$ cat src/rtl/clk_div_cfg_pkg.sv
// ============================================================================
// clk_div_cfg_pkg : prescale codes, divider ratios and FSM states   (rev 1.0)
// ============================================================================
`timescale 1ns/1ps
`default_nettype none

package clk_div_cfg_pkg;

   localparam logic [5:0] PRESC_32 = 6'b100000;
   localparam logic [5:0] PRESC_16 = 6'b010000;
   localparam logic [5:0] PRESC_8  = 6'b001000;
   localparam logic [5:0] PRESC_4  = 6'b000100;

   localparam logic [7:0] RATIO_1 = 8'd1;
   localparam logic [7:0] RATIO_2 = 8'd2;
   localparam logic [7:0] RATIO_4 = 8'd4;
   localparam logic [7:0] RATIO_8 = 8'd8;

   typedef enum logic [1:0] {
      IDLE      = 2'd0,
      WAIT_EDGE = 2'd1,
      APPLY     = 2'd2,
      SETTLE    = 2'd3
   } state_e;

endpackage

`default_nettype wire

$ cat src/rtl/clk_div_cfg_ctrl_decode.sv
// ============================================================================
// prescale_ratio_decode : one-hot prescale code to divider ratio   (rev 1.0)
// ============================================================================
`timescale 1ns/1ps
`default_nettype none

module prescale_ratio_decode
   import clk_div_cfg_pkg::*;
(
   input  logic [5:0] i_code,
   output logic [7:0] o_ratio,
   output logic       o_valid
);

   // Anything but the four legal one-hot codes falls back to ratio 1, invalid.
   always_comb begin
      o_ratio = RATIO_1;
      o_valid = 1'b0;
      case (i_code)
         PRESC_32: begin o_ratio = RATIO_1; o_valid = 1'b1; end
         PRESC_16: begin o_ratio = RATIO_2; o_valid = 1'b1; end
         PRESC_8:  begin o_ratio = RATIO_4; o_valid = 1'b1; end
         PRESC_4:  begin o_ratio = RATIO_8; o_valid = 1'b1; end
         default:  ;
      endcase
   end

endmodule

`default_nettype wire

$ cat src/rtl/clk_div_cfg_ctrl.sv
// ============================================================================
// clk_div_cfg_ctrl : UART rx divider ratio/enable sequencer        (rev 1.0)
// ============================================================================
`timescale 1ns/1ps
`default_nettype none

module clk_div_cfg_ctrl
   import clk_div_cfg_pkg::*;
#(
   parameter int SETTLE_CYCLES = 2,
   parameter int TIMEOUT       = 255
)(
   input  logic       CLK,
   input  logic       RST,
   input  logic       ctrl_en,
   input  logic [5:0] cfg_prescale,
   input  logic       cfg_valid,
   output logic       cfg_ready,
   input  logic       div_period_end,
   output logic [7:0] div_ratio,
   output logic       div_en,
   output logic       busy,
   output logic       upd_done,
   output logic       cfg_err
);

   localparam logic [7:0] c_TIMEOUT     = 8'(TIMEOUT);
   localparam logic [3:0] c_SETTLE_LAST = 4'(SETTLE_CYCLES - 1);

   state_e     r_state;
   state_e     w_state_nxt;
   logic [7:0] r_shadow;
   logic [7:0] r_div_ratio;
   logic [7:0] r_tcnt;
   logic [3:0] r_scnt;
   logic       r_ctrl_en_q;
   logic       r_upd_done;
   logic       r_cfg_err;
   logic [7:0] w_dec_ratio;
   logic       w_dec_valid;
   logic       w_new_req;

   prescale_ratio_decode u_decode (
      .i_code  (cfg_prescale),
      .o_ratio (w_dec_ratio),
      .o_valid (w_dec_valid)
   );

   // A request equal to the ratio already in force completes without a disable window.
   assign w_new_req = cfg_valid && w_dec_valid && (w_dec_ratio != r_div_ratio);

   always_ff @(posedge CLK or posedge RST) begin
      if (RST) begin
         r_state <= IDLE;
      end else begin
         r_state <= w_state_nxt;
      end
   end

   always_comb begin
      w_state_nxt = r_state;
      case (r_state)
         IDLE: begin
            if (w_new_req) begin
               w_state_nxt = r_ctrl_en_q ? WAIT_EDGE : APPLY;
            end
         end
         WAIT_EDGE: begin
            if (div_period_end || (r_tcnt == c_TIMEOUT) || !r_ctrl_en_q) begin
               w_state_nxt = APPLY;
            end
         end
         APPLY: begin
            w_state_nxt = SETTLE;
         end
         SETTLE: begin
            if (r_scnt == c_SETTLE_LAST) begin
               w_state_nxt = IDLE;
            end
         end
         default: begin
            w_state_nxt = IDLE;
         end
      endcase
   end

   always_comb begin
      cfg_ready = (r_state == IDLE);
      busy      = (r_state != IDLE);
      div_en    = r_ctrl_en_q && (r_state != APPLY) && (r_state != SETTLE);
   end

   always_ff @(posedge CLK or posedge RST) begin
      if (RST) begin
         r_shadow    <= RATIO_1;
         r_div_ratio <= RATIO_1;
         r_tcnt      <= 8'd0;
         r_scnt      <= 4'd0;
         r_ctrl_en_q <= 1'b0;
         r_upd_done  <= 1'b0;
         r_cfg_err   <= 1'b0;
      end else begin
         r_ctrl_en_q <= ctrl_en;
         r_upd_done  <= 1'b0;
         r_cfg_err   <= 1'b0;
         case (r_state)
            IDLE: begin
               // Holding the timeout counter at zero here clears it on WAIT_EDGE entry.
               r_tcnt <= 8'd0;
               if (cfg_valid) begin
                  if (!w_dec_valid) begin
                     r_cfg_err <= 1'b1;
                  end else if (w_dec_ratio == r_div_ratio) begin
                     r_upd_done <= 1'b1;
                  end else begin
                     r_shadow <= w_dec_ratio;
                  end
               end
            end
            WAIT_EDGE: begin
               r_tcnt <= r_tcnt + 8'd1;
            end
            APPLY: begin
               r_div_ratio <= r_shadow;
               r_scnt      <= 4'd0;
            end
            SETTLE: begin
               r_scnt <= r_scnt + 4'd1;
               if (r_scnt == c_SETTLE_LAST) begin
                  r_upd_done <= 1'b1;
               end
            end
            default: ;
         endcase
      end
   end

   assign div_ratio = r_div_ratio;
   assign upd_done  = r_upd_done;
   assign cfg_err   = r_cfg_err;

endmodule

`default_nettype wire
$ cat config.mk
export PLATFORM = sky130hd
export DESIGN_NAME = clk_div_cfg_ctrl
export DESIGN_NICKNAME = d
export VERILOG_FILES = /design/src/rtl/clk_div_cfg_pkg.sv /design/src/rtl/clk_div_cfg_ctrl_decode.sv /design/src/rtl/clk_div_cfg_ctrl.sv
export SDC_FILE = /design/constraint.sdc
export NUM_CORES = 1
export LEC_CHECK = 0
export CORE_MARGIN = 3
export CORE_UTILIZATION = 56
export DETAILED_ROUTE_END_ITERATION = 8
export MAX_ROUTING_LAYER = met4
export PLACE_DENSITY_LB_ADDON = 0.15
export SYNTH_ARGS = -nofsm -noshare
export SYNTH_HDL_FRONTEND = slang
export SYNTH_SLANG_ARGS = --single-unit
export TNS_END_PERCENT = 50
$ cat constraint.sdc
create_clock -name CLK -period 5.08 [get_ports CLK]
set_clock_uncertainty 0.05 [all_clocks]
set_input_delay 1.27 -clock CLK [delete_from_list [all_inputs] [get_ports CLK]]
set_output_delay 1.27 -clock CLK [all_outputs]
set_load 0.05 [all_outputs]
### Yosys cells after proc, flatten, opt, wreduce, memory -nomap -nowiden

Cells that the tools add are included.

* flip-flop bits (word level): 33
* word-level logic and storage cells: 58

* add/subtract/negate cells: 2
* equal/unequal tests: 16
* multiplexer cells: 17
* bitwise logic cells: 1
* reduce and logical (&&, ||, !) cells: 14

Operators with widths (number)
* $pmux 8 s2: 1
* $pmux 4 s3: 1
* $add 8x1->8 const B: 1
* $eq 8x8->1: 1
* $eq 8x8->1 const B: 1
* $mux 1: 8
* $mux 2: 4
* $ne 2x2->1 const B: 4
* $ne 8x8->1: 1
* $pmux 2 s4: 1
* $pmux 4 s2: 1
* $eq 6x3->1 const B: 1
* $eq 6x4->1 const B: 1
* $eq 6x5->1 const B: 1
* $eq 6x6->1 const B: 1
* $reduce_bool 2->1: 3
* $add 4x1->4 const B: 1
* $eq 2x2->1 const B: 2
* $eq 4x1->1 const B: 1
* $logic_and 1x1->1: 4
* $reduce_and 4->1: 1
* $reduce_or 4->1: 1
* $reduce_and 3->1: 1
* $eq 2x1->1 const B: 1
* other kinds (6): 7

### Longest topological paths before layout

* word-level depth: 7
* mapped depth: 7

### By module

Synthesis repeated with hierarchy kept, for this count alone.

* cells, all modules: 157
* area, all modules: 1750.4 sq um

Modules (own cells, without submodules)
* clk_div_cfg_ctrl: times used 1, cells an instance 137, area each 1614.0 sq um, seq. area each 828.3 sq um
* prescale_ratio_decode: times used 1, cells an instance 20, area each 136.4 sq um, seq. area each 0.0 sq um

### Least setup slack after synthesis

OpenSTA, ideal clock, no wires.

* path type: register -> output
* start: reg r_state[0]
* end: out busy
* arrival time: 1.595 ns
* required time: 3.760 ns
* setup slack: 2.165 ns
* cell stages (with the launch flop): 5
* buffers on the path: 1
* path through: dfrtp_1 inv_1 ha_1 clkbuf_1 inv_1

* cells in the longest elaborated chain, start to end: 1

Ends and longest elaborated chain
* from (decl): line clk_div_cfg_ctrl.sv:30 `state_e r_state;`
* from (signal assigned): line clk_div_cfg_ctrl.sv:56 `r_state <= w_state_nxt;`
* $reduce_bool 2->1: line clk_div_cfg_ctrl.sv:89 `busy = (r_state != IDLE);`
* to (decl): line clk_div_cfg_ctrl.sv:22 `output logic busy,`

No other way between the ends.

### Worst setup path in the final report

* start: reg r_state[0]
* end: out div_en

* cells in the longest elaborated chain, start to end: 3
* elaborated cells on any way between the ends: 4
* classes of those cells: eq/ne (2); reduce/logical (2)

Ends and longest elaborated chain
* $ne 2x2->1: line clk_div_cfg_ctrl.sv:90 `div_en = r_ctrl_en_q && (r_state != APPLY) && (r_state != SETTLE);`
* $logic_and 1x1->1: line clk_div_cfg_ctrl.sv:90
* $logic_and 1x1->1 (*): line clk_div_cfg_ctrl.sv:90
* to (decl): line clk_div_cfg_ctrl.sv:21 `output logic div_en,`

Mark *: on every way between the ends. The rest lies on a longest branch, timed or not.

==> results.ini <==
[outcome]
status = complete, no violations

[yosys]
synthArstFlopShare_pct = 100.0
ys_types = 38
yosysWarningCount = 0
syn-mean-instance-area_um2 = 10.01
synth_edf_count = 0
ys_seq_elements = 25
ys_top_cells_by_area = dfrtp_1 (39%), ha_1 (6.0%), mux2i_1 (5.5%)
yosys.area.top_type = dfrtp_1
synth_area_um2 = 1461
synth_top_area_share_pct = 39.38
postSynthCellCount = 146
ys_seq_area_share_pct = 42.98
synth_common_cells = dfrtp_1 (23), nand2_1 (14), o21ai_1 (11), nor2_1 (9)
synth_ff_type = dfrtp_1
synth.most_common_cell = dfrtp_1

[grt]
grt_pass1_wl_mm = 4.712
grt.overflow.total = 0
antenna_found_initial = 0
grt_max_degree = 26
grtUsageTotal_pct = 18.72
grt_pass1_vias = 1077

[timing]
max_freq_mhz = 277.3
period_share_pct = 70.99
final.setup.tns_ns = 0
setup_violations = 0
min_period_ns = 3.606
tightestPinTransition_ns = 0.9152
report.final.hold_viol_count = 0
maxSlewHeadroom_pct = 38.92
setup_slack_ns = 1.474
finalMaxSlewViolations = 0
rsz0062_at_grt = no

[cells_and_area]
fillers = 182
final_cell_count_no_fill = 190
fin_nets = 181
diodes = 0
drive_gt1_share_pct = 9.877
area_delta_synth_final_pct = 13.61

[worst_setup_path]
reg2regPathDepth = 7
crit_required_ns = 3.76
rr_endpoint = r_state[1]
critical_path.startpoint_type = flip-flop
critPathCaptureType = output pin
arrival_ns = 2.29
crit_type = flip-flop to output pin
r2r_slack_ns = 3.14
r2r_start = r_tcnt[0]
critical_path_peak_fanout = 7

[power]
leakagePower_nw = 0.7439
finalPower_mw = 0.8717
irDropWorstVdd_uv = 315.2
power.density_nw_per_um2 = 525.0

[clocking]
cts_buffers = 3
cts_tree = yes
clock_latency_ns = 0.31
clockRootBuffer = clkbuf_4
htreeDepth = 1
clock-sinks = 25
path_clk_slew_ns = 0.14
post-cts-setup-buffers = 0
cts_hold_buf = 0
clockBufferDepth = 2
cts_resized = 0

[drt]
drt_pass1_iterations = 4
drt_iter0_drc = 12
vias_per_cell = 5.537
postRouteAntennaNets = 0
drc = 0
drt-total-wl_mm = 2.632
wire_per_inst_um = 13.85
dr_total_vias = 1052

[floorplanning]
num_rows = 17
start_util_pct = 62.46
fp.dieArea_um2 = 3259
core_um2 = 2340
die_w_um = 57.09
io_pins = 24
fp.dieH_um = 57.09

[placed_design]
place.gp.congestion = 0.7128
hpwl_mm = 2.055
io_buffers = 19
dp_slack_ns = 1.719
dpl.cell_count = 186

[min_path]
hold_start = r_scnt[3]
hold-path-cell-count = 1
min_to = r_scnt[3]
min_path_type = flip-flop to flip-flop

[flow_run]
maxCapViolCount = 0

## worst max path at each step
stage / slack [ns] / depth (start not counted) / endpoint / from
after floorplan: 2.16 / 4 / busy / r_state[0]
after global placement: 1.86 / 7 / r_shadow[0] / cfg_prescale[3]
after detailed placement: 1.72 / 7 / r_shadow[0] / cfg_prescale[3]
after CTS: 1.46 / 5 / div_en / r_state[0]
after global routing: 1.34 / 5 / div_en / r_state[0]
final: 1.47 / 5 / div_en / r_state[0]
## cells by family after synthesis
family	share of synthesized area, %
AO/OA/AOI/OAI	9.675
XOR/XNOR	4.195
adder cells (fa/ha/maj)	5.993
buffers and inverters	6.421
flip-flops	42.98
multiplexers	11.13
other	0.2566
AND/OR/NAND/NOR	19.35
## worst max-delay path: stages (launching register included)
cell and delay (ns):
dfrtp_1 0.40, inv_1 0.08, ha_1 0.31, nor2_1 0.23
and2_1 0.16, clkdlybuf4s50_1 0.79
## layout make-up
type	instances	area, µm²	area share (%)
multi-input combinational	106	750.7	45.21
sequential	25	628.1	37.83
timing repair buffer	19	190.2	11.45
tap	28	35.03	2.110
inverter	8	30.03	1.809
clock buffer	4	26.28	1.583
## layout by cell type, fill, tap and decap left out, types with 2 or more instances in the layout
cell	count
dfstp_2	2
dfrtp_1	23
nand3_1	8
xor2_1	4
nand2b_1	4
mux2i_1	8
nor2b_1	4
ha_1	7
inv_1	8
a21oi_1	2
clkdlybuf4s50_1	19
mux2_2	2
clkbuf_4	3
o21ai_1	11
conb_1	4
mux2_1	4
nand2_1	14
and3_1	2
xnor2_1	3
o21ai_0	2
o211ai_2	2
nor2_1	9
nand4_1	2
## sequential cells by signal, summed over array words and instances (netlist names)
signal / flops
cfg_err: 1
div_ratio: 4
r_ctrl_en_q: 1
r_scnt: 4
r_shadow: 4
r_state: 2
r_tcnt: 8
upd_done: 1
## through the flow
| step | util (%) | hold slack [ns] | instance area [µm²] |
|---|---|---|---|
| final | 70.96 | 0.4389 | 1660 |
| after global routing | 70.96 | 0.4592 | 1660 |
| after CTS | 70.96 | 0.4450 | 1660 |
| after detailed placement | 69.84 | 0.4258 | 1634 |
| after global placement | 69.84 | 0.4142 | 1634 |
| after floorplan | - | 0.3952 | 1473 |
## where the power goes
part	switching [mW]	internal [mW]	leakage, nW	total, mW
clock	0.0580	0.0307	0.0150	0.0886
combinational	0.288	0.181	0.416	0.469
sequential	0.0493	0.265	0.313	0.314
total	0.395	0.477	0.744	0.872
## metal layers
layer	GRT usage [%]	share of wire (%)	up-vias
li1	-	-	523
met1	22.05	44	505
met2	32.79	51	18
met3	2.036	2.7	6
met4	6.954	2.2	0
met5	-	0	-
(Power assumes the default switching activity.)
